**src/rtl/pipeexe_stage.sv**
```systemverilog
// Execute stage of a five-stage MIPS-style pipeline: ID/EX register plus ALU,
// jal link-address and destination-register selection.
module pipeexe_stage (
    input  logic        clock,
    input  logic        resetn,
    input  logic [31:0] dpc4,
    input  logic [31:0] da,
    input  logic [31:0] db,
    input  logic [31:0] dimm,
    input  logic [4:0]  drn,
    input  logic [3:0]  daluc,
    input  logic        dwreg,
    input  logic        dm2reg,
    input  logic        dwmem,
    input  logic        daluimm,
    input  logic        dshift,
    input  logic        djal,
    input  logic        wpcir,
    output logic [31:0] ealu,
    output logic [31:0] eb,
    output logic [4:0]  ern,
    output logic        ewreg,
    output logic        em2reg,
    output logic        ewmem
);

    logic [31:0] epc4_q, ea_q, eb_q, eimm_q;
    logic [31:0] epc4_d, ea_d, eb_d, eimm_d;
    logic [4:0]  ern0_q, ern0_d;
    logic [3:0]  ealuc_q, ealuc_d;
    logic        ewreg_q, em2reg_q, ewmem_q, ealuimm_q, eshift_q, ejal_q;
    logic        ewreg_d, em2reg_d, ewmem_d, ealuimm_d, eshift_d, ejal_d;

    // A stalled decode stage (wpcir=0) turns the next execute slot into a bubble.
    always_comb begin
        epc4_d    = 32'd0;
        ea_d      = 32'd0;
        eb_d      = 32'd0;
        eimm_d    = 32'd0;
        ern0_d    = 5'd0;
        ealuc_d   = 4'd0;
        ewreg_d   = 1'b0;
        em2reg_d  = 1'b0;
        ewmem_d   = 1'b0;
        ealuimm_d = 1'b0;
        eshift_d  = 1'b0;
        ejal_d    = 1'b0;
        if (wpcir) begin
            epc4_d    = dpc4;
            ea_d      = da;
            eb_d      = db;
            eimm_d    = dimm;
            ern0_d    = drn;
            ealuc_d   = daluc;
            ewreg_d   = dwreg;
            em2reg_d  = dm2reg;
            ewmem_d   = dwmem;
            ealuimm_d = daluimm;
            eshift_d  = dshift;
            ejal_d    = djal;
        end
    end

    always_ff @(posedge clock) begin
        if (!resetn) begin
            epc4_q    <= 32'd0;
            ea_q      <= 32'd0;
            eb_q      <= 32'd0;
            eimm_q    <= 32'd0;
            ern0_q    <= 5'd0;
            ealuc_q   <= 4'd0;
            ewreg_q   <= 1'b0;
            em2reg_q  <= 1'b0;
            ewmem_q   <= 1'b0;
            ealuimm_q <= 1'b0;
            eshift_q  <= 1'b0;
            ejal_q    <= 1'b0;
        end else begin
            epc4_q    <= epc4_d;
            ea_q      <= ea_d;
            eb_q      <= eb_d;
            eimm_q    <= eimm_d;
            ern0_q    <= ern0_d;
            ealuc_q   <= ealuc_d;
            ewreg_q   <= ewreg_d;
            em2reg_q  <= em2reg_d;
            ewmem_q   <= ewmem_d;
            ealuimm_q <= ealuimm_d;
            eshift_q  <= eshift_d;
            ejal_q    <= ejal_d;
        end
    end

    logic [31:0] alu_a, alu_b, alu_r;

    // Shift amount comes from the shamt field, which sits in imm[10:6].
    assign alu_a = eshift_q  ? {27'd0, eimm_q[10:6]} : ea_q;
    assign alu_b = ealuimm_q ? eimm_q : eb_q;

    always_comb begin
        alu_r = 32'd0;
        casez (ealuc_q)
            4'b?000: alu_r = alu_a + alu_b;
            4'b?100: alu_r = alu_a - alu_b;
            4'b?001: alu_r = alu_a & alu_b;
            4'b?101: alu_r = alu_a | alu_b;
            4'b?010: alu_r = alu_a ^ alu_b;
            4'b?110: alu_r = {alu_b[15:0], 16'd0};
            4'b0011: alu_r = alu_b << alu_a[4:0];
            4'b0111: alu_r = alu_b >> alu_a[4:0];
            4'b1111: alu_r = $unsigned($signed(alu_b) >>> alu_a[4:0]);
            default: alu_r = 32'd0;
        endcase
    end

    assign ealu   = ejal_q ? (epc4_q + 32'd4) : alu_r;
    assign ern    = ejal_q ? 5'd31 : ern0_q;
    assign eb     = eb_q;
    assign ewreg  = ewreg_q;
    assign em2reg = em2reg_q;
    assign ewmem  = ewmem_q;

endmodule

```
**config.mk**
```make
export PLATFORM = sky130hd
export DESIGN_NAME = pipeexe_stage
export DESIGN_NICKNAME = d
export VERILOG_FILES = /design/src/rtl/pipeexe_stage.sv
export SDC_FILE = /design/constraint.sdc
export NUM_CORES = 1
export LEC_CHECK = 0
export BUFFER_PORTS_ARGS = -buffer_cell sky130_fd_sc_hd__buf_2
export CORE_ASPECT_RATIO = 1.4
export CORE_MARGIN = 10
export CORE_UTILIZATION = 30
export CTS_CLUSTER_DIAMETER = 150
export CTS_CLUSTER_SIZE = 8
export DETAILED_ROUTE_END_ITERATION = 10
export RECOVER_POWER = 100
export SETUP_SLACK_MARGIN = 0.5
export SYNTH_ARGS = -nofsm -noshare
export SYNTH_HDL_FRONTEND = slang
export SYNTH_SLANG_ARGS = --single-unit
export TNS_END_PERCENT = 30
```
**constraint.sdc**
```tcl
create_clock -name clock -period 4.22 [get_ports clock]
set_input_delay 0.633 -clock clock [delete_from_list [all_inputs] [get_ports clock]]
set_output_delay 0.633 -clock clock [all_outputs]
set_load 0.01 [all_outputs]
```
* Yosys cells after proc, flatten, opt, wreduce, memory -nomap -nowiden
Index checks and enable logic that the tools add are counted.
** Word-level totals
- Bits of input ports :: 146
- Flip-flop bits (word level) :: 143
- Output and inout port bits :: 72
** Operators by class
- Add/sub/neg operators :: 3
- Multiplexer cells :: 5
- Reduce and logical (&&, ||, !) cells :: 2
- Bitwise logic cells :: 3
- Shifts and indexed selects :: 3
- Equality and inequality tests :: 8
** Operators by type and width (number)
- case mux 32 bit (9 select lines) :: 1
- 2-to-1 mux 32 bit :: 3
- adder 32 x 3 -> 32 bit (second input constant) :: 1
- adder 32 bit :: 1
- bitwise AND 32 bit :: 1
- OR 32 bit :: 1
- left shift 32 x 5 -> 32 bit :: 1
- >> shifter 32 x 5 -> 32 bit :: 1
- >>> shifter 32 x 5 -> 32 bit :: 1
- subtractor 32 bit :: 1
- XOR 32 bit :: 1
- equality test 3 bit (second input constant) :: 3
- 2-to-1 mux 5 bit :: 1
- equality test 4 x 2 -> 1 bit (second input constant) :: 1
- equality test 4 x 3 -> 1 bit (second input constant) :: 1
- equality test 4 bit (second input constant) :: 1
- equality test 3 x 1 -> 1 bit (second input constant) :: 1
- equality test 3 x 2 -> 1 bit (second input constant) :: 1
- logical NOT 3 bit :: 1
- AND reduction 2 bit :: 1

* Logic depth before layout (Yosys ltp)
- Depth in word-level cells :: 4
- Gate-level depth with buffers :: 21
- Depth with buffers taken out :: 18

* Least setup slack after synthesis
No wires, ideal clock.
- Path type :: register -> output
- Start point :: register ealuimm_q
- End point :: output ealu[30]
- Arrival :: 4191 ps
- Path slack :: -604 ps
- Cell stages (with the launch flop) :: 19
- Required time :: 3587 ps
- Cell sequence :: dfxtp_1 buf_6 mux2i_2 o21ai_1 or3_1 and3b_1 nand2_2 o31ai_1 xnor2_1 ha_1 clkbuf_1 a21o_1 a21o_1 a2111oi_0 nor4_1 a211oi_1 o41ai_1 xnor2_1 o31ai_1
** On the way
- Longest elaborated chain between the ends :: 4
- Elaborated cells on any way between the ends :: 11
- Classes of those cells :: add/sub: 2; shift: 3; mux: 3; bitwise: 3
** RTL lines
- start: declaration :: line 31 : logic ewreg_q, em2reg_q, ewmem_q, ealuimm_q, eshift_q, ejal_q;
- start signal: assignment :: line 88 : ealuimm_q <= ealuimm_d;
- 2-to-1 mux 32 bit * :: line 98 : assign alu_b = ealuimm_q ? eimm_q : eb_q;
- subtractor 32 bit (tied with other cells) :: line 104 : 4'b?100: alu_r = alu_a - alu_b;
- case mux 32 bit (9 select lines) * :: line 102 : casez (ealuc_q)
- 2-to-1 mux 32 bit * :: line 116 : assign ealu = ejal_q ? (epc4_q + 32'd4) : alu_r;
- end: declaration :: line 19 : output logic [31:0] ealu,
Mark *: on every way between the ends. The rest lies on a longest branch, timed or not.

* Worst setup path in the final report
Same ends and word-level chain as after synthesis.

==> impl_metrics.py <==
metrics = {
    "yosys": {
        "yosys-mux-area-fraction": 0.1361,
        "syn-num-nets": 1997,
        "synthAdderAreaFrac": 0.09126,
        "synth_top_family_by_area": "simple AND/OR/NAND/NOR gates",
        "synth_cells": 1753,
        "synth_cell_types": 85,
        "ys.flop_type": "dfxtp_1",
        "synth_edf_count": 0,
        "synth.avg_cell_area_um2": 7.711,
        "synth_xor_area_frac": 0.05248,
        "synth-compound-area-share": 0.2210,
        "yosysSeqAreaShare": 0.2118,
        "netlist_area_um2": 13520,
        "ys_warn_count": 0,
        "yosys.area_share.simple": 0.2228,
        "ys_ff_latch": 143,
        "ys_async_sr_fraction": 0,
    },
    "grt": {
        "grt_pass1_wl_um": 106100,
        "grt_max_degree": 144,
        "grt_usage": 0.2664,
        "grt_overflow": 0,
        "grt_pass1_vias": 15890,
        "antenna_found_initial": 1,
    },
    "layout": {
        "final_net_count": 2487,
        "n_antenna_cell": 0,
        "drive_gt1_frac": 0.3435,
        "mostFrequentLayoutCell": "buf_4",
        "postLayoutCoreUtil": 0.4269,
        "area_growth_pct": 41.42,
        "stdcell_count": 2820,
        "layout_common_cells": "353 x buf_4, 182 x buf_2, 155 x and3_1, 143 x nor2_1, 141 x dfxtp_1",
    },
    "clock_network": {
        "numCtsBuffers": 17,
        "cts.htree.levels": 4,
        "ctsHoldBuffers": 0,
        "cts.sinks": 143,
        "cts_tree": "yes",
        "root_buffer": "clkbuf_16",
        "cts_buffer_depth": 2,
        "clk_pin_slew_ns": 0.07,
    },
    "sta": {
        "rsz0062_at_grt": "true",
        "fin_crit_ns": 5.341,
        "max_freq_mhz": 187.2,
        "drv_slew": 174,
        "tns_ns": -20.06,
        "tightest_slew_ns": 2.069,
        "period_share": 1.266,
        "relSlewSlack": -0.3791,
        "setup_viol": 31,
        "finalHoldViolCount": 0,
        "finalWorstSetupSlack_ns": -1.121,
    },
    "drt": {
        "drc_errors": 0,
        "drtAntennaViolNets": 0,
        "vias_per_cell": 5.563,
        "wl_um": 74170,
        "vias": 15690,
        "drtIter0Drc": 1331,
        "wl_per_cell_um": 26.30,
        "drt_pass1_iterations": 6,
    },
    "die": {
        "die_y_um": 271.2,
        "io_pins": 218,
        "die_x_um": 199.4,
        "initial_core_util": 0.3019,
        "coreArea_um2": 44780,
        "dieArea_um2": 54070,
        "rows": 92,
    },
    "hold_path": {
        "hp-class": "input pin to flip-flop",
        "hold_start": "db[4]",
    },
    "critical_path": {
        "crit_path_max_fanout": 7,
        "arrival_ns": 4.71,
        "critPathCaptureType": "primary output",
        "worstSetupStartpointType": "flip-flop",
        "required_ns": 3.59,
        "critical_path.startpoint": "ealuimm_q$_SDFF_PN0_",
        "critPathKind": "flip-flop to primary output",
    },
    "placement": {
        "post-place-cells": 2767,
        "io_buffer_count": 217,
        "dp_hpwl_um": 59970,
        "routabilityCongestion": 1.079,
    },
    "status": {
        "violations": "capacitance limit, slew limit, setup timing",
        "status": "finished, violations left",
    },
    "power_and_ir_drop": {
        "finalPower_mw": 5.209,
        "powerDensity_nw_per_um2": 272.5,
        "power.leakage_nw": 9.237,
        "peakVddDrop_v": 0.0002631,
    },
    "flow_run": {
        "max_cap_violations": 2,
    },
}
Yosys cell counts, types with 13 or more instances:
cell	number	share of area
mux2_2	13	0.011
o21ai_0	74	0.027
mux2i_1	131	0.097
o21ai_1	23	0.0085
xor2_1	24	0.016
and3_1	157	0.073
ha_1	97	0.090
xnor2_1	57	0.037
inv_1	59	0.016
nand2b_1	40	0.019
a22oi_1	14	0.0078
clkbuf_1	91	0.025
nor3_1	32	0.012
o22ai_1	28	0.013
nand3_1	26	0.0096
o211ai_1	23	0.013
a21o_1	13	0.0072
nor2_1	148	0.041
a21oi_1	132	0.049
buf_2	18	0.0067
mux2i_2	13	0.013
a211oi_1	42	0.023
dfxtp_1	143	0.21
inv_2	17	0.0047
nand2_1	134	0.037
state kept, by name (all words and copies together), names as in the netlist:
name	cells
ea_q	32
ealuc_q	4
ealuimm_q	1
eb	32
eimm_q	32
ejal_q	1
em2reg	1
epc4_q	32
ern0_q	5
eshift_q	1
ewmem	1
ewreg	1
per-layer routing:
layer  track usage  routed length [um]  vias to the layer above
li1              -                   -                     7341
met1        0.2961               28010                     7484
met2        0.4579               36330                      642
met3       0.03356                3730                      220
met4        0.1917                6101                        0
met5             0                   0                        -
power by group:
part	total (mW)	switching, mW	internal (mW)
clock	1.57	0.673	0.899
sequential	1.44	0.0403	1.40
combinational	2.19	1.24	0.954
per-stage QoR:
step / instance area (um^2) / hold slack (ns) / setup WS [ns]
CTS: 18810 / 0.3813 / -1.071
global route: 19120 / 0.3985 / -1.232
floorplan: 13760 / 0.7921 / -0.2814
detailed placement: 17750 / 0.8737 / -0.6512
finish: 19120 / 0.4095 / -1.121
global placement: 17750 / 0.8702 / -0.7500
area by class of cell:
class / count / area (um^2)
clock buffers: 19 / 442.9
clock inverters: 13 / 152.6
fillers: 4574 / 25660
inverters: 78 / 295.3
multi-input cells: 1402 / 10570
flip-flops and latches: 143 / 2868
well taps: 564 / 705.7
repair buffers: 601 / 4081
worst paths after layout:
kind	slack, ns	depth (start not counted)	end
worst max-delay path	-1.12	19	ealu[30]
worst min-delay path	0.41	2	eb[4]$_SDFF_PN0_
critical path, cell delays in order (launching register included):
cell and delay [ns]:
dfxtp_4 0.43, buf_12 0.16, nor3b_2 0.17, buf_4 0.15, o21ai_4 0.05, or3_4 0.40, and3b_2 0.39, nand2_4 0.09
o31ai_4 0.22, xnor2_1 0.10, ha_1 0.32, a21o_1 0.16, a21o_1 0.21, a2111oi_4 0.33, nor4_2 0.07, a211oi_1 0.22
o41ai_2 0.13, xnor2_1 0.18, o31ai_2 0.27, buf_2 0.19
logic make-up (layout without fill, tap and decap cells):
| group | after synthesis | in the layout |
|---|---|---|
| compound gates | 458 | 458 |
| xor+xnor | 81 | 81 |
| fa+ha+maj | 98 | 98 |
| buf+inv | 208 | 711 |
| flops | 143 | 143 |
| mux | 166 | 166 |
| simple gates | 599 | 599 |
timing repair:
item                                    4_1_cts  5_1_grt
setup buffers                                 8       12
cloned                                        1        0
resized for setup                            89       58
endpoints found under the setup margin       32       32
pin swaps                                    29       37
(Power assumes the default switching activity.)
